**src/rtl/hum_ctrl_pkg.sv**
```systemverilog
// -----------------------------------------------------------------------------
// hum_ctrl_pkg
// Shared definitions for the humidity status controller and the VGA humidity
// status panel. The status encodings below are the 2-bit word the panel
// decodes, so they must stay in step with the display side.
// Contents:
//   hum_state_t      - controller state / status word type
//   HUM_IDLE..HUM_ERROR - state and status encodings
//   MAX_HUM_DEFAULT  - largest legal humidity reading (0.1 %RH units)
// -----------------------------------------------------------------------------
package hum_ctrl_pkg;

  typedef logic [1:0] hum_state_t;

  localparam hum_state_t HUM_IDLE       = 2'b00;
  localparam hum_state_t HUM_HUMIDIFY   = 2'b01;
  localparam hum_state_t HUM_DEHUMIDIFY = 2'b10;
  localparam hum_state_t HUM_ERROR      = 2'b11;

  localparam int unsigned MAX_HUM_DEFAULT = 1000;

endpackage

```
**src/rtl/hum_status_controller_dwell_timer.sv**
```systemverilog
// -----------------------------------------------------------------------------
// dwell_timer
// Saturating down-counter shared by the on-dwell and off-dwell of the humidity
// controller. A load strobe reloads the count; otherwise it counts down by one
// per cycle and holds at zero. Expired means the count is zero.
// Ports:
//   clk, rst_n   - clock, asynchronous active-low reset (count clears to 0)
//   i_load       - reload strobe
//   i_load_val   - value loaded on i_load
//   o_expired    - high while the count is zero
// -----------------------------------------------------------------------------
module dwell_timer #(
  parameter int unsigned CNT_W = 4
) (
  input  logic             clk,
  input  logic             rst_n,
  input  logic             i_load,
  input  logic [CNT_W-1:0] i_load_val,
  output logic             o_expired
);

  logic [CNT_W-1:0] r_cnt;

  always_ff @(posedge clk or negedge rst_n) begin
    if (!rst_n) begin
      r_cnt <= '0;
    end else if (i_load) begin
      r_cnt <= i_load_val;
    end else if (r_cnt != '0) begin
      r_cnt <= r_cnt - 1'b1;
    end
  end

  assign o_expired = (r_cnt == '0);

endmodule

```
**src/rtl/hum_status_controller.sv**
```systemverilog
// -----------------------------------------------------------------------------
// hum_status_controller
// Humidifier/dehumidifier decision logic. Applies hysteresis around a setpoint,
// enforces minimum on/off dwell times and flags sensor faults as the ERROR
// status shown on the VGA humidity panel.
// Ports:
//   clk, rst_n        - clock, asynchronous active-low reset
//   sample_valid      - one-cycle strobe qualifying humidity/setpoint/band
//   humidity          - measured RH (0.1 %RH)
//   setpoint, band    - target RH and hysteresis half-width (0.1 %RH)
//   status            - 00 idle, 01 humidify, 10 dehumidify, 11 error
//   humidifier_on     - relay drive, high only in HUMIDIFY
//   dehumidifier_on   - relay drive, high only in DEHUMIDIFY
//   fault             - bit0 range fault, bit1 timeout fault (latched in ERROR)
// Build option:
//   HUM_CTRL_WATCHDOG_EN - when defined, a watchdog forces ERROR (fault[1]) if
//   TIMEOUT_CYCLES pass without a sample. When undefined, no watchdog is built
//   and fault[1] stays 0.
// -----------------------------------------------------------------------------
module hum_status_controller
  import hum_ctrl_pkg::*;
#(
  parameter int unsigned HUM_W             = 10,
  parameter int unsigned MAX_HUM           = MAX_HUM_DEFAULT,
  parameter int unsigned MIN_ON_CYCLES     = 50_000_000,
  parameter int unsigned MIN_OFF_CYCLES    = 100_000_000,
  parameter int unsigned TIMEOUT_CYCLES    = 150_000_000,
  parameter int unsigned ERR_CLEAR_SAMPLES = 3
) (
  input  logic             clk,
  input  logic             rst_n,
  input  logic             sample_valid,
  input  logic [HUM_W-1:0] humidity,
  input  logic [HUM_W-1:0] setpoint,
  input  logic [HUM_W-1:0] band,
  output logic [1:0]       status,
  output logic             humidifier_on,
  output logic             dehumidifier_on,
  output logic [1:0]       fault
);

  localparam int unsigned TH_W      = HUM_W + 1;
  localparam int unsigned DWELL_MAX = (MIN_ON_CYCLES > MIN_OFF_CYCLES) ? MIN_ON_CYCLES
                                                                       : MIN_OFF_CYCLES;
  // +1 so the dwell value itself is representable when it is a power of two
  localparam int unsigned DWELL_W   = $clog2(DWELL_MAX + 1);
  localparam int unsigned CLR_W     = $clog2(ERR_CLEAR_SAMPLES + 1);

  localparam logic [TH_W-1:0]    MAX_TH   = TH_W'(MAX_HUM);
  localparam logic [DWELL_W-1:0] ON_LOAD  = DWELL_W'(MIN_ON_CYCLES);
  localparam logic [DWELL_W-1:0] OFF_LOAD = DWELL_W'(MIN_OFF_CYCLES);
  localparam logic [CLR_W-1:0]   CLR_LAST = CLR_W'(ERR_CLEAR_SAMPLES - 1);

  // setpoint - band, clamped at 0 (MSB of the widened difference is the borrow)
  function automatic logic [TH_W-1:0] sat_sub(input logic [HUM_W-1:0] a,
                                               input logic [HUM_W-1:0] b);
    logic [TH_W-1:0] d;
    d = {1'b0, a} - {1'b0, b};
    return d[TH_W-1] ? '0 : d;
  endfunction

  // setpoint + band, clamped at MAX_HUM
  function automatic logic [TH_W-1:0] sat_add(input logic [HUM_W-1:0] a,
                                               input logic [HUM_W-1:0] b);
    logic [TH_W-1:0] s;
    s = {1'b0, a} + {1'b0, b};
    return (s > MAX_TH) ? MAX_TH : s;
  endfunction

  hum_state_t        r_state;
  logic [1:0]        r_fault;
  logic [CLR_W-1:0]  r_clr_cnt;

  hum_state_t        w_state_nxt;
  logic [1:0]        w_fault_nxt;
  logic [CLR_W-1:0]  w_clr_nxt;
  logic              w_dwell_load;
  logic [DWELL_W-1:0] w_dwell_val;
  logic              w_dwell_exp;
  logic              w_wd_expire;

  logic [TH_W-1:0]   w_hum_x;
  logic [TH_W-1:0]   w_sp_x;
  logic [TH_W-1:0]   w_lo;
  logic [TH_W-1:0]   w_hi;
  logic              w_range_err;

  assign w_hum_x     = {1'b0, humidity};
  assign w_sp_x      = {1'b0, setpoint};
  assign w_lo        = sat_sub(setpoint, band);
  assign w_hi        = sat_add(setpoint, band);
  assign w_range_err = (w_hum_x > MAX_TH);

`ifdef HUM_CTRL_WATCHDOG_EN
  localparam int unsigned WD_W = $clog2(TIMEOUT_CYCLES + 1);
  localparam logic [WD_W-1:0] WD_LAST = WD_W'(TIMEOUT_CYCLES - 1);

  logic [WD_W-1:0] r_wd_cnt;

  // A sample in the expiry cycle takes precedence and restarts the count.
  assign w_wd_expire = !sample_valid && (r_wd_cnt == WD_LAST);

  always_ff @(posedge clk or negedge rst_n) begin
    if (!rst_n) begin
      r_wd_cnt <= '0;
    end else if (sample_valid || w_wd_expire) begin
      r_wd_cnt <= '0;
    end else begin
      r_wd_cnt <= r_wd_cnt + 1'b1;
    end
  end
`else
  assign w_wd_expire = 1'b0;
`endif

  dwell_timer #(
    .CNT_W (DWELL_W)
  ) u_dwell (
    .clk        (clk),
    .rst_n      (rst_n),
    .i_load     (w_dwell_load),
    .i_load_val (w_dwell_val),
    .o_expired  (w_dwell_exp)
  );

  always_comb begin
    w_state_nxt  = r_state;
    w_fault_nxt  = r_fault;
    w_clr_nxt    = r_clr_cnt;
    w_dwell_load = 1'b0;
    w_dwell_val  = OFF_LOAD;
    if (sample_valid) begin
      if (w_range_err) begin
        w_state_nxt    = HUM_ERROR;
        w_fault_nxt[0] = 1'b1;
        w_clr_nxt      = '0;
      end else begin
        case (r_state)
          HUM_IDLE: begin
            if (w_dwell_exp && (w_hum_x < w_lo)) begin
              w_state_nxt  = HUM_HUMIDIFY;
              w_dwell_load = 1'b1;
              w_dwell_val  = ON_LOAD;
            end else if (w_dwell_exp && (w_hum_x > w_hi)) begin
              w_state_nxt  = HUM_DEHUMIDIFY;
              w_dwell_load = 1'b1;
              w_dwell_val  = ON_LOAD;
            end
          end
          HUM_HUMIDIFY: begin
            if (w_dwell_exp && (w_hum_x >= w_sp_x)) begin
              w_state_nxt  = HUM_IDLE;
              w_dwell_load = 1'b1;
            end
          end
          HUM_DEHUMIDIFY: begin
            if (w_dwell_exp && (w_hum_x <= w_sp_x)) begin
              w_state_nxt  = HUM_IDLE;
              w_dwell_load = 1'b1;
            end
          end
          default: begin
            if (r_clr_cnt == CLR_LAST) begin
              w_state_nxt  = HUM_IDLE;
              w_fault_nxt  = 2'b00;
              w_clr_nxt    = '0;
              w_dwell_load = 1'b1;
            end else begin
              w_clr_nxt = r_clr_cnt + 1'b1;
            end
          end
        endcase
      end
    end else if (w_wd_expire) begin
      // Also taken in ERROR: a repeated timeout restarts the clear sequence.
      w_state_nxt    = HUM_ERROR;
      w_fault_nxt[1] = 1'b1;
      w_clr_nxt      = '0;
    end
  end

  always_ff @(posedge clk or negedge rst_n) begin
    if (!rst_n) begin
      r_state   <= HUM_IDLE;
      r_fault   <= 2'b00;
      r_clr_cnt <= '0;
    end else begin
      r_state   <= w_state_nxt;
      r_fault   <= w_fault_nxt;
      r_clr_cnt <= w_clr_nxt;
    end
  end

  assign status          = r_state;
  assign humidifier_on   = (r_state == HUM_HUMIDIFY);
  assign dehumidifier_on = (r_state == HUM_DEHUMIDIFY);
  assign fault           = r_fault;

endmodule

```
**config.mk**
```make
export PLATFORM = sky130hd
export DESIGN_NAME = hum_status_controller
export DESIGN_NICKNAME = d
export VERILOG_FILES = /design/src/rtl/hum_ctrl_pkg.sv /design/src/rtl/hum_status_controller_dwell_timer.sv /design/src/rtl/hum_status_controller.sv
export SDC_FILE = /design/constraint.sdc
export NUM_CORES = 1
export LEC_CHECK = 0
export BUFFER_PORTS_ARGS = -buffer_cell sky130_fd_sc_hd__buf_2
export CAP_MARGIN = 20
export CORE_AREA = 10 10 93 95
export DETAILED_ROUTE_END_ITERATION = 8
export DIE_AREA = 0 0 103 105
export PLACE_DENSITY = 0.76
export SETUP_SLACK_MARGIN = 0.3
export SYNTH_ARGS = -nofsm -noshare
export SYNTH_HDL_FRONTEND = slang
export SYNTH_SLANG_ARGS = --single-unit
```
**constraint.sdc**
```tcl
create_clock -name clk -period 5.35 [get_ports clk]
set_input_delay 0.535 -clock clk [delete_from_list [all_inputs] [get_ports clk]]
set_output_delay 0.535 -clock clk [all_outputs]
set_load 0.05 [all_outputs]
```
# After elaboration in Yosys (flattened, before gate mapping)

Cells that the tools add are included.

Register bits after elaboration: 32
Latch bits: 0
Bits in writable memories: 0
ROM bits: 0
Output and inout bits: 6
Logic and storage cells: 65
Memories kept: 0

Add/sub/neg operators: 4
Multiply operators: 0
Divide/modulo/power cells: 0
Magnitude comparators: 6
Eq/ne operators: 7
Shifts and indexed selects: 0
Mux-type cells: 30
Bitwise logic cells: 0
Reduce and logical (&&, ||, !) cells: 14

Operator list:

| cell                                                            | number |
|---|---|
| 2-to-1 mux 27 bit                                               | 7 |
| logical NOT 27 bit                                              | 1 |
| nonzero test 27 bit                                             | 1 |
| subtractor 27 x 1 -> 27 bit, second input constant              | 1 |
| 2-to-1 mux 2 bit                                                | 9 |
| adder 10 x 10 -> 11 bit                                         | 1 |
| greater-than comparator 10 x 11 -> 1 bit                        | 1 |
| greater-than comparator 11 x 10 -> 1 bit, second input constant | 1 |
| 2-to-1 mux 11 bit                                               | 1 |
| subtractor 10 x 10 -> 11 bit                                    | 1 |
| greater-or-equal comparator 10 bit                              | 1 |
| greater-than comparator 10 bit, second input constant           | 1 |
| <= comparator 10 bit                                            | 1 |
| less-than comparator 10 bit                                     | 1 |
| 2-to-1 mux 1 bit                                                | 10 |
| 2-to-1 mux 10 bit                                               | 1 |
| inequality test 3 x 1 -> 1 bit, second input constant           | 2 |
| case mux 2 bit (3 select lines)                                 | 1 |
| AND reduction 5 bit                                             | 1 |
| nonzero test 5 bit                                              | 1 |
| equality test 2 bit, second input constant                      | 2 |
| logical AND 1 bit                                               | 4 |
| inequality test 4 bit, second input constant                    | 1 |
| nonzero test 2 bit                                              | 2 |
| other kinds (8)                                                 | 8 |

# Logic depth before layout (Yosys ltp)

Gate-level depths: netlist of the first run.

Depth after elaboration: 11
Depth in mapped cells: 20
Depth with buffers taken out: 19

# Hierarchy

Synthesis of the first run repeated with hierarchy kept, for this count alone.

Cells, all modules: 459
Area, all modules: 3801.1 um^2

Modules (own cells, without submodules):

| module                | instances | cells each | area each (um^2) |
|---|---|---|---|
| hum_status_controller | 1         | 281        | 2173.3 |
| dwell_timer           | 1         | 178        | 1627.8 |

# Least setup slack after synthesis of the first run

Ideal clock, no wire load.

Path type: input to register
From: input setpoint[0]
To: register u_dwell.r_cnt[1]
Setup time: 0.125 ns
Data arrival time: 4.269 ns
Data required time: 5.225 ns
Setup slack: 0.956 ns
Stages on the path: 19
Path buffers: 1
Path through: ha_1 -> inv_1 -> fa_1 -> o21ba_2 -> nor4_1 -> nor3_1 -> o31a_1 -> o21bai_1 -> a31oi_1 -> and3_1 -> ha_1 -> nand4_1 -> a21oi_1 -> nor3_1 -> or3_1 -> a2111o_1 -> o21ai_2 -> buf_2 -> a211oi_1

Word-level cells in the longest chain between the ends: 11
Elaborated cells between the ends (all ways): 26

RTL lines:

| what                                                           | RTL line                                | text |
|---|---|---|
| start, declared                                                | hum_status_controller.sv:34             | `input logic [HUM_W-1:0] setpoint,` |
| adder 10 x 10 -> 11 bit                                        | hum_status_controller.sv:66             | `s = {1'b0, a} + {1'b0, b};` |
| greater-than comparator 11 x 10 -> 1 bit                       | hum_status_controller.sv:67             | `return (s > MAX_TH) ? MAX_TH : s;` |
| 2-to-1 mux 11 bit                                              | hum_status_controller.sv:67             |  |
| greater-than comparator 10 x 11 -> 1 bit                       | hum_status_controller.sv:144            | `end else if (w_dwell_exp && (w_hum_x > w_hi)) begin` |
| logical AND 1 bit                                              | hum_status_controller.sv:144            |  |
| 2-to-1 mux 1 bit                                               | hum_status_controller.sv:144            |  |
| 2-to-1 mux 1 bit                                               | hum_status_controller.sv:140            | `if (w_dwell_exp && (w_hum_x < w_lo)) begin` |
| case mux 1 bit (3 select lines)                                | hum_status_controller.sv:138            | `case (r_state)` |
| 2-to-1 mux 1 bit                                               | hum_status_controller.sv:133            | `if (w_range_err) begin` |
| 2-to-1 mux 1 bit                                               | hum_status_controller.sv:132            | `if (sample_valid) begin` |
| 2-to-1 mux 27 bit / nonzero test 2 bit (equally long branches) | n/a                                     |  |
| end signal, assigned                                           | hum_status_controller_dwell_timer.sv:28 | `r_cnt <= i_load_val;` |
| end signal, assigned                                           | hum_status_controller_dwell_timer.sv:30 | `r_cnt <= r_cnt - 1'b1;` |
| end, declared                                                  | hum_status_controller_dwell_timer.sv:22 | `logic [CNT_W-1:0] r_cnt;` |

Parallel ways exist; a longest one is shown, timed or not.
A chain may end at the register's enable or synchronous reset.

# Final worst setup path of the first run

From: input setpoint[0]
To: register u_dwell.r_cnt[23]

The elaborated chain is that of the path after synthesis.

==> results of run 1 <==
cell families after synthesis:
logic type,count (synthesis),synth area share [%]
AO/OA/AOI/OAI,93,17.7
XOR/XNOR,35,8.44
adder cells (fa/ha/maj),56,19.7
buffers and inverters,53,5.82
flip-flops,32,22.0
multiplexers,1,0.310
other,1,0.103
AND/OR/NAND/NOR,172,25.9
power groups by stage:
stage	Combinational [mW]	Clock (mW)	Sequential [mW]
floorplan	0.321	0	0.356
global placement	0.426	0	0.346
detailed placement	0.439	0	0.349
CTS	0.442	0.194	0.346
global route	0.500	0.206	0.354
finish	0.443	0.187	0.347
path summary, 6_finish.rpt:
path	end	slack (ps)	depth (start not counted)
min in group clk	fault[0]	530	2
worst max-delay path	u_dwell.r_cnt[23]	780	18
max in group asynchronous	u_dwell.r_cnt[0]	4600	1
worst min register to register	fault[0]	530	2
worst min-delay path	u_dwell.r_cnt[25]	290	1
worst max register to register	u_dwell.r_cnt[19]	2590	7
stage by stage:
stage	std cells	setup slack, ps	utilization, %	hold WS [ps]
2_1_floorplan	443	956	-	239
3_3_place_gp	550	595	57.3	486
3_5_place_dp	550	398	57.3	517
4_1_cts	558	706	58.6	318
5_1_grt	558	377	58.8	343
6_report	558	780	58.8	291
flip-flops by register name, summed over array words and instances (netlist names):
name and cells:
u_dwell.r_cnt 27, r_clr_cnt 2, status 2, fault 1
cells in the mapped netlist, types with 2 or more instances:
| master | number |
|---|---|
| sky130_fd_sc_hd__nor4_1 | 8 |
| sky130_fd_sc_hd__clkbuf_1 | 8 |
| sky130_fd_sc_hd__a21o_1 | 4 |
| sky130_fd_sc_hd__or3_1 | 11 |
| sky130_fd_sc_hd__and3_1 | 2 |
| sky130_fd_sc_hd__o21ba_2 | 2 |
| sky130_fd_sc_hd__dfrtp_1 | 32 |
| sky130_fd_sc_hd__and2_1 | 2 |
| sky130_fd_sc_hd__o21ai_1 | 3 |
| sky130_fd_sc_hd__o31a_1 | 2 |
| sky130_fd_sc_hd__or4_1 | 5 |
| sky130_fd_sc_hd__nand3_1 | 8 |
| sky130_fd_sc_hd__nand3b_1 | 2 |
| sky130_fd_sc_hd__nor4_2 | 3 |
| sky130_fd_sc_hd__xor2_1 | 17 |
| sky130_fd_sc_hd__a31oi_1 | 7 |
| sky130_fd_sc_hd__nand4_1 | 13 |
| sky130_fd_sc_hd__o31ai_1 | 4 |
| sky130_fd_sc_hd__nand2b_1 | 16 |
| sky130_fd_sc_hd__nor3_1 | 21 |
| sky130_fd_sc_hd__xnor2_1 | 18 |
| sky130_fd_sc_hd__a211oi_1 | 8 |
| sky130_fd_sc_hd__nor2_1 | 34 |
| sky130_fd_sc_hd__o2bb2ai_1 | 4 |
| sky130_fd_sc_hd__ha_1 | 54 |
| sky130_fd_sc_hd__nand2_1 | 31 |
| sky130_fd_sc_hd__a211o_1 | 4 |
| sky130_fd_sc_hd__a2111o_1 | 2 |
| sky130_fd_sc_hd__nor2b_1 | 7 |
| sky130_fd_sc_hd__o21a_1 | 4 |
| sky130_fd_sc_hd__inv_1 | 42 |
| sky130_fd_sc_hd__fa_1 | 2 |
| sky130_fd_sc_hd__a21oi_1 | 19 |
| sky130_fd_sc_hd__o21ai_0 | 18 |
what timing repair did:
item	in CTS	in global routing
hold buffers	0	0
resized for setup	0	1
endpoints found under the setup margin	0	3
layout make-up:
cell class                      instances  share of cell area, %
Timing Repair Buffer                   38                   4.85
Clock buffer                            8                   2.27
Multi-Input combinational cell        358                   66.2
Inverter                               42                   3.97
Tap cell                               80                   2.52
Sequential cell                        32                   20.2
routing by layer:
layer / wire length, um / part of all wire [%] / up-vias / track usage, %
met5: 0 / 0 / - / 0
met4: 65 / 0.75 / 0 / 2.88
met3: 475 / 5.5 / 6 / 3.56
met2: 3940 / 45 / 84 / 25.2
met1: 4190 / 48 / 1584 / 22.9
li1: - / - / 1654 / -
==> results.md, run 1 <==
- Final Power: 0.977 mW
- Area of the core: 6760 um^2
- DRC marker count from the first detailed-route iteration: 190
- Post-route cell area: 3970 um^2
- Later-pin clock latency in the skew report: 280 ps
- Height of the chip: 105 um
- Detailed-route via count: 3328
- Most common library cell in the layout ignoring fill and taps: sky130_fd_sc_hd__ha_1
- Pins over their slew limit: 0
- Leakage power: 1.75 nW
- Floorplan die area: 10800 um^2
- Global route overflow: 0
- Maxcap violations: 0
- Floorplan die width: 103 um
- Maximum clock path buffer count: 2
- Initial cell density of the core: 53.8%
- Share of the cycle needed by the critical path after routing: 85.4%
- Kind of launch point of the worst setup path: input pin
- Synth warn: 0
- Antenna Cells: 0
- Fraction of layout instances using a drive strength above 1: 12.1%
- Maximum clock frequency: 0.219 GHz
- Portion of synthesized cell area occupied by the leading cell type: 22.0%
- Clock slew at reported path FFs: 60 ps
- Required time at the worst-slack endpoint: 5570 ps
- Detailed-route wire length per cell: 15.5 um
- Fraction of power spent switching nets: 41.0%
- Kind of critical path: input pin to register
- Status: finished, final reports clean
- Placed standard-cell area: 3870 um^2
- Layout-stage area growth over the synthesis result: 9.26%
- HPWL after DPL: 7210 um
- Total Neg Setup Slack: 0 ps
- Worst slew margin: 53.6%
- Main flop type after synthesis: sky130_fd_sc_hd__dfrtp_1
- Area of the multi-input gates: 2630 um^2
- Count of TritonRoute iterations in the first routing pass: 4
- Worst Skew: 5.44 ps
- Wire length of the first global-routing pass: 14900 um
- Maximum net fanout on the critical path: 17
- IO buf count: 37
- Total routed wirelength: 8680 um
- Row cnt: 30
- Relative contribution of sequential cells to total power: 35.5%
- Register bit count reported by yosys: 32
- Min Tclk post-route: 4570 ps
- Depth of the CTS H-tree: 2
- Cells taking the most area after synthesis: sky130_fd_sc_hd__dfrtp_1, sky130_fd_sc_hd__ha_1, sky130_fd_sc_hd__inv_1
- Total I/O pin count: 39
- CTS root buffer: sky130_fd_sc_hd__clkbuf_8
- Number of instances in the synthesized netlist: 443
- Combined buffer and inverter count along the critical path: 3
- Remaining routing DRC violations: 0
- Internal Power: 0.576 mW
- Maximum number of pins on one net before global-route repair: 33
- Power Dens Cells: 246 nW/um^2
- Synthesized area per cell: 8.20 um^2
- Worst Max-Slew Pin Slew: 696 ps
- Most frequent cells in the layout: sky130_fd_sc_hd__ha_1, sky130_fd_sc_hd__inv_1, sky130_fd_sc_hd__buf_2
- Number of antenna violations at the first check in global routing: 0
- Final setup vio count: 0
- Switching power total: 0.401 mW
- Cell variety after synth: 60
- CTS tree: done
- Clock Sinks: 32
- Async set or reset register ratio after synthesis: 100%
- Number of failing hold endpoints at the final stage: 0
- Net Count, Synth: 532
- Fillers: 617
- Maximum vdd ir drop: 0.185 mV
- Family with the most delay on the worst path: compound AO/OA/AOI/OAI gates
- Setup bufs post-CTS: 0
- Setup repair after global routing missed its margin: false
- Critical Path AT: 4790 ps
- Combined global-route utilization of all metal layers: 16.4%
- Startpoint of the worst setup timing path: setpoint[0]
- Count of flip-flops with a built-in enable after synthesis: 0
- CP Capture Type: register
- Origin of the critical flop-to-flop path: u_dwell.r_cnt[20]
- Yosys top cell by area: sky130_fd_sc_hd__dfrtp_1
- Antenna-violating nets left: 0
- Area of the mapped netlist: 3630 um^2
- Routability Congestion: 0.850
- Total CTS buffers: 5
- Share of synthesized area occupied by flip-flops and latches: 22.0%
- Path type of the worst min-delay path: input pin to asynchronous set/reset pin
- Number of global-route vias before repair: 3263
- Net count, final: 566
- Register cell area after layout: 801 um^2
- Maximum cell stage delay along the critical path: 590 ps
- Clock network fraction of design power: 19.2%
- Critical path's slowest cell: sky130_fd_sc_hd__a2111o_1
- Detail-routed via count per cell: 5.96
- Relative contribution of combinational cells to total power: 45.3%
- Ordered cell list for the critical path: buf_2 > inv_1 > ha_1 > inv_1 > fa_1 > a21o_1 > nand4_1 > a21oi_1 > or3_1 > nand2_1 > ha_1 > nand4_1 > a211oi_1 > a2111oi_0 > o41ai_2 > a2111o_1 > o21ai_4 > nand2b_1
Power figures use the tool's default switching activity.
==> inputs of run 2 (changes only) <==
CELL_PAD_IN_SITES_DETAIL_PLACEMENT = 1   (was unset)
CELL_PAD_IN_SITES_GLOBAL_PLACEMENT = 2   (was unset)
CORE_AREA = 10 10 108 110   (was 10 10 93 95)
DIE_AREA = 0 0 118 120   (was 0 0 103 105)
PLACE_DENSITY = 0.86   (was 0.76)
==> run 2 against run 1 <==
Against the previous run:
- sequential cell count unchanged
- power up 2.0%
- cell count up 9.7%
- critical endpoint is now u_dwell.r_cnt[21]
==> results.md, run 2 (synthesis gave the netlist of run 1 again) <==
- Total Neg Setup Slack: 0 ps
- Hold-fix buffers, CTS: 0
- Status: finished, final reports clean
- Max FFs per register: 27
- Total routed wirelength: 9970 um
- CTS-repair resized insts: 0
- Post-route cell area: 4050 um^2
- Most frequent cells in the layout: sky130_fd_sc_hd__ha_1, sky130_fd_sc_hd__inv_1, sky130_fd_sc_hd__buf_2
- Combined buffer and inverter count along the critical path: 3
- Most common library cell in the layout ignoring fill and taps: sky130_fd_sc_hd__ha_1
- Total CTS buffers: 5
- Worst Skew: 8.64 ps
- Height of the chip: 120 um
- Maximum cell stage delay along the critical path: 500 ps
- Post-Route Hold Slack: 306 ps
- Antenna-violating nets left: 0
- CTS tree: done
- Area of the core: 9550 um^2
- Startpoint of the worst setup timing path: setpoint[0]
- Critical Path AT: 4950 ps
- Maximum clock path buffer count: 2
- Worst reg2reg setup slack: 2540 ps
- Wire length of the first global-routing pass: 17100 um
- Origin of the critical flop-to-flop path: u_dwell.r_cnt[20]
- Floorplan die width: 118 um
- Kind of critical path: input pin to register
- Count of TritonRoute iterations in the first routing pass: 4
- Row cnt: 36
- Detail-routed via count per cell: 5.42
- Path type of the worst min-delay path: input pin to asynchronous set/reset pin
- Worst slew margin: 50.9%
- Final setup vio count: 0
- Clock slew at reported path FFs: 70 ps
- Initial cell density of the core: 38.1%
- Register cell area after layout: 801 um^2
- Most flop-heavy register: u_dwell.r_cnt
- Maxcap violations: 0
- Total I/O pin count: 39
- Later-pin clock latency in the skew report: 280 ps
- Pins over their slew limit: 0
- Layout-stage area growth over the synthesis result: 11.5%
- Remaining routing DRC violations: 0
- Worst Reg2Reg Path Length in Cells: 7
- Setup bufs post-CTS: 0
- Antenna Cells: 0
- Fraction of layout instances using a drive strength above 1: 12.5%
- CTS root buffer: sky130_fd_sc_hd__clkbuf_8
- Area of the multi-input gates: 2640 um^2
- Setup repair after global routing missed its margin: false
- Share of the cycle needed by the critical path after routing: 88.7%
- Number of failing hold endpoints at the final stage: 0
- Family with the most delay on the worst path: compound AO/OA/AOI/OAI gates
- Clock Sinks: 32
- Detailed-route via count: 3315
- Critical path's slowest cell: sky130_fd_sc_hd__a2111o_1
- Net count, final: 567
- Worst Max-Slew Pin Slew: 731 ps
- IO buf count: 37
- DRC marker count from the first detailed-route iteration: 121
- Maximum net fanout on the critical path: 17
- Placed standard-cell area: 3950 um^2
- Global route overflow: 0
- Maximum number of pins on one net before global-route repair: 33
- Routability Congestion: 0.793
- HPWL after DPL: 8490 um
- Reg2Reg Capture Point: u_dwell.r_cnt[21]
- Leakage power: 1.75 nW
- Endpoint of the most critical setup path: u_dwell.r_cnt[21]
- Detailed-route wire length per cell: 16.3 um
- Required time at the worst-slack endpoint: 5560 ps
- Ordered cell list for the critical path: buf_2 > ha_1 > inv_1 > fa_1 > o21ba_2 > nor4_1 > nor3_1 > o31a_1 > o21bai_1 > buf_4 > a31oi_2 > and3_1 > ha_1 > nand4_1 > a21oi_1 > nor3_1 > or3_1 > a2111o_1 > o21ai_4 > nand2b_1
- Min Tclk post-route: 4740 ps
- Power Dens Cells: 246 nW/um^2
- Crit. path cell count: 20
- Number of global-route vias before repair: 3628
- Combined global-route utilization of all metal layers: 13.9%
- Floorplan die area: 14200 um^2
- Kind of launch point of the worst setup path: input pin
- Depth of the CTS H-tree: 2
- Maximum clock frequency: 0.211 GHz
- CP Capture Type: register
- Number of antenna violations at the first check in global routing: 0
- Maximum vdd ir drop: 0.114 mV
- Fillers: 1189
[run 2: metrics by stage]
stage / total power [mW] / instances / setup WS [ps] / utilization [%]
4_1_cts: 1.01 / 612 / 466 / 42.3
5_1_grt: 1.08 / 612 / 356 / 42.4
6_report: 0.997 / 612 / 605 / 42.4
2_1_floorplan: 0.677 / 443 / 956 / -
3_3_place_gp: 0.792 / 604 / 312 / 41.3
3_5_place_dp: 0.813 / 604 / 196 / 41.3
[run 2: routing by layer]
metal	part of all wire, %	global-route usage, %	up-vias
met5	0	0	-
met4	1.4	3.25	0
met3	1.4	1.31	10
met2	56	28.6	31
met1	41	14.7	1625
li1	-	-	1649
[run 2: power by group]
group	internal (mW)	switching (mW)	leakage [nW]
Combinational	0.185	0.273	1.33
Sequential	0.290	0.0589	0.377
Clock	0.105	0.0861	0.0455
Total	0.579	0.418	1.75
[run 2: worst min path at each step]
stage,start,to,slack [ps]
after global routing,rst_n,u_dwell.r_cnt[15],370
after detailed placement,fault[0],fault[0],500
after CTS,rst_n,u_dwell.r_cnt[23],330
after floorplan,rst_n,fault[0],240
after global placement,fault[0],fault[0],500
final,rst_n,u_dwell.r_cnt[23],310
[run 2: layout make-up]
class	instances	area share [%]
well taps	133	4.11
flip-flops and latches	32	19.8
inverters	42	3.89
repair buffers	39	4.94
clock buffers	8	2.22
multi-input cells	358	65.1
[run 2: worst register-to-register path: stages, from the launching register on]
cell and delay (ps):
sky130_fd_sc_hd__dfrtp_1 440, sky130_fd_sc_hd__or4_1 590, sky130_fd_sc_hd__nor4_2 460, sky130_fd_sc_hd__nand4_1 270, sky130_fd_sc_hd__nor2_1 170, sky130_fd_sc_hd__a31oi_1 180, sky130_fd_sc_hd__o21ai_4 440, sky130_fd_sc_hd__nand2b_1 190
==> inputs of run 3 (changes only) <==
PLACE_DENSITY = unset   (was 0.86)
PLACE_DENSITY_LB_ADDON = 0.1   (was unset)
==> run 3 against run 2 <==
Against the previous run:
- critical path depth decreased by 1
- sequential power barely moved
- setup slack better by 120 ps
- sequential cell count did not move
- power is essentially flat
- first-iteration DRC count increased by 3.3%
- fmax is 2.6% higher
- largest power group unchanged
- die area did not move
==> results.md, run 3 (synthesis gave the netlist of run 1 again) <==
- Kind of launch point of the worst setup path: input pin
- Row cnt: 36
- DRC marker count from the first detailed-route iteration: 125
- Combined global-route utilization of all metal layers: 14.2%
- Worst slack at placement: 173 ps
- Height of the chip: 120 um
- Net count, final: 567
- Routability Congestion: 0.776
- Min Tclk post-route: 4630 ps
- Antenna Cells: 0
- Area of the core: 9550 um^2
- Path type of the worst min-delay path: input pin to asynchronous set/reset pin
- Antenna-violating nets left: 0
- Max FFs per register: 27
- Final setup vio count: 0
- Total I/O pin count: 39
- Initial cell density of the core: 38.1%
- Number of failing hold endpoints at the final stage: 0
- Status: finished, final reports clean
- Maxcap violations: 0
- Global route overflow: 0
- Required time at the worst-slack endpoint: 5580 ps
- Count of TritonRoute iterations in the first routing pass: 4
- Kind of critical path: input pin to register
- Layout Utilization: 42.4%
- Detailed-route via count: 3254
- Power Dens Cells: 246 nW/um^2
- Clock slew at reported path FFs: 70 ps
- Maximum vdd ir drop: 0.0974 mV
- Worst Skew: 7.83 ps
- CTS tree: done
- Total Neg Setup Slack: 0 ps
- Floorplan die width: 118 um
- Critical path's slowest cell: sky130_fd_sc_hd__a2111o_1
- Worst slew margin: 50.5%
- Leakage power: 1.75 nW
- Most common library cell in the layout ignoring fill and taps: sky130_fd_sc_hd__ha_1
- Fillers: 1193
- CP Capture Type: register
- Ordered cell list for the critical path: buf_2 > ha_1 > inv_1 > fa_1 > o21ba_2 > nor4_1 > nor3_1 > o31a_1 > o21bai_1 > a31oi_2 > and3_1 > ha_1 > nand4_1 > a21oi_1 > nor3_1 > or3_1 > a2111o_1 > o21ai_4 > or3b_1
- Wire length of the first global-routing pass: 17000 um
- Critical Path AT: 4860 ps
- Most frequent cells in the layout: sky130_fd_sc_hd__ha_1, sky130_fd_sc_hd__inv_1, sky130_fd_sc_hd__buf_2
- Clock Sinks: 32
- Detailed-route wire length per cell: 16.5 um
- Total CTS buffers: 5
- Number of antenna violations at the first check in global routing: 0
- Depth of the CTS H-tree: 2
- Remaining routing DRC violations: 0
- IO buf count: 37
- Detail-routed via count per cell: 5.32
- Worst Max-Slew Pin Slew: 742 ps
- Register cell area after layout: 801 um^2
- Share of the cycle needed by the critical path after routing: 86.5%
- Post-Route Hold Slack: 309 ps
- Total routed wirelength: 10100 um
- HPWL after DPL: 8640 um
- Pins over their slew limit: 0
- Setup bufs post-CTS: 0
- Setup repair after global routing missed its margin: false
- Maximum clock frequency: 0.216 GHz
- Number of global-route vias before repair: 3494
- Maximum cell stage delay along the critical path: 510 ps
- CTS root buffer: sky130_fd_sc_hd__clkbuf_8
- Layout-stage area growth over the synthesis result: 11.5%
- Later-pin clock latency in the skew report: 290 ps
- Fraction of layout instances using a drive strength above 1: 12.5%
- Maximum clock path buffer count: 2
- Floorplan die area: 14200 um^2
- Most flop-heavy register: u_dwell.r_cnt
- Area of the multi-input gates: 2640 um^2
- Maximum number of pins on one net before global-route repair: 33
- Maximum net fanout on the critical path: 17
- Final worst setup slack: 724 ps
run 3: routing by layer:
| metal | wire length, um | GRT usage (%) |
|---|---|---|
| met5 | 0 | 0 |
| met4 | 134 | 4.10 |
| met3 | 112 | 1.13 |
| met2 | 5570 | 28.3 |
| met1 | 4270 | 15.6 |
run 3: metrics by stage:
step	power, mW	cells	cell area (um^2)
after CTS	1.01	612	4040
after detailed placement	0.813	604	3950
after global routing	1.09	612	4050
after global placement	0.800	604	3950
final	0.997	612	4050
after floorplan	0.677	443	3630
run 3: layout make-up:
cell class / instances / area share, %
multi-input cells: 358 / 65.1
inverters: 42 / 3.89
well taps: 133 / 4.11
repair buffers: 39 / 4.94
flip-flops and latches: 32 / 19.8
clock buffers: 8 / 2.22
run 3: report_power, final:
part           leakage (nW)  internal [mW]  total [mW]  switching (mW)
registers             0.377          0.290       0.347          0.0577
logic                  1.33          0.185       0.457           0.273
clock network        0.0455          0.105       0.192          0.0876
total                  1.75          0.579       0.997           0.418
run 3: worst paths after layout:
check	endpoint	cells past startpoint	from	slack, ps
setup reg to reg	u_dwell.r_cnt[19]	7	u_dwell.r_cnt[20]	2650
min in group clk	fault[0]	2	fault[0]	510
hold / removal	u_dwell.r_cnt[1]	1	rst_n	310
max in group asynchronous	u_dwell.r_cnt[14]	1	rst_n	4560
setup / recovery	u_dwell.r_cnt[13]	19	setpoint[0]	720
hold reg to reg	fault[0]	2	fault[0]	510
run 3: timing repair:
item / CTS / global route
hold buffers: 0 / 0
hold endpoints to repair: 0 / 0
endpoints found under the setup margin: 0 / 17
resized for setup: 0 / 2
run 3: worst max-delay path: cells and delay by family:
kind            cells  cell delay [ps]
fa+ha+maj           3              860
simple gates        7             1520
buf+inv             2              170
compound gates      7             1760
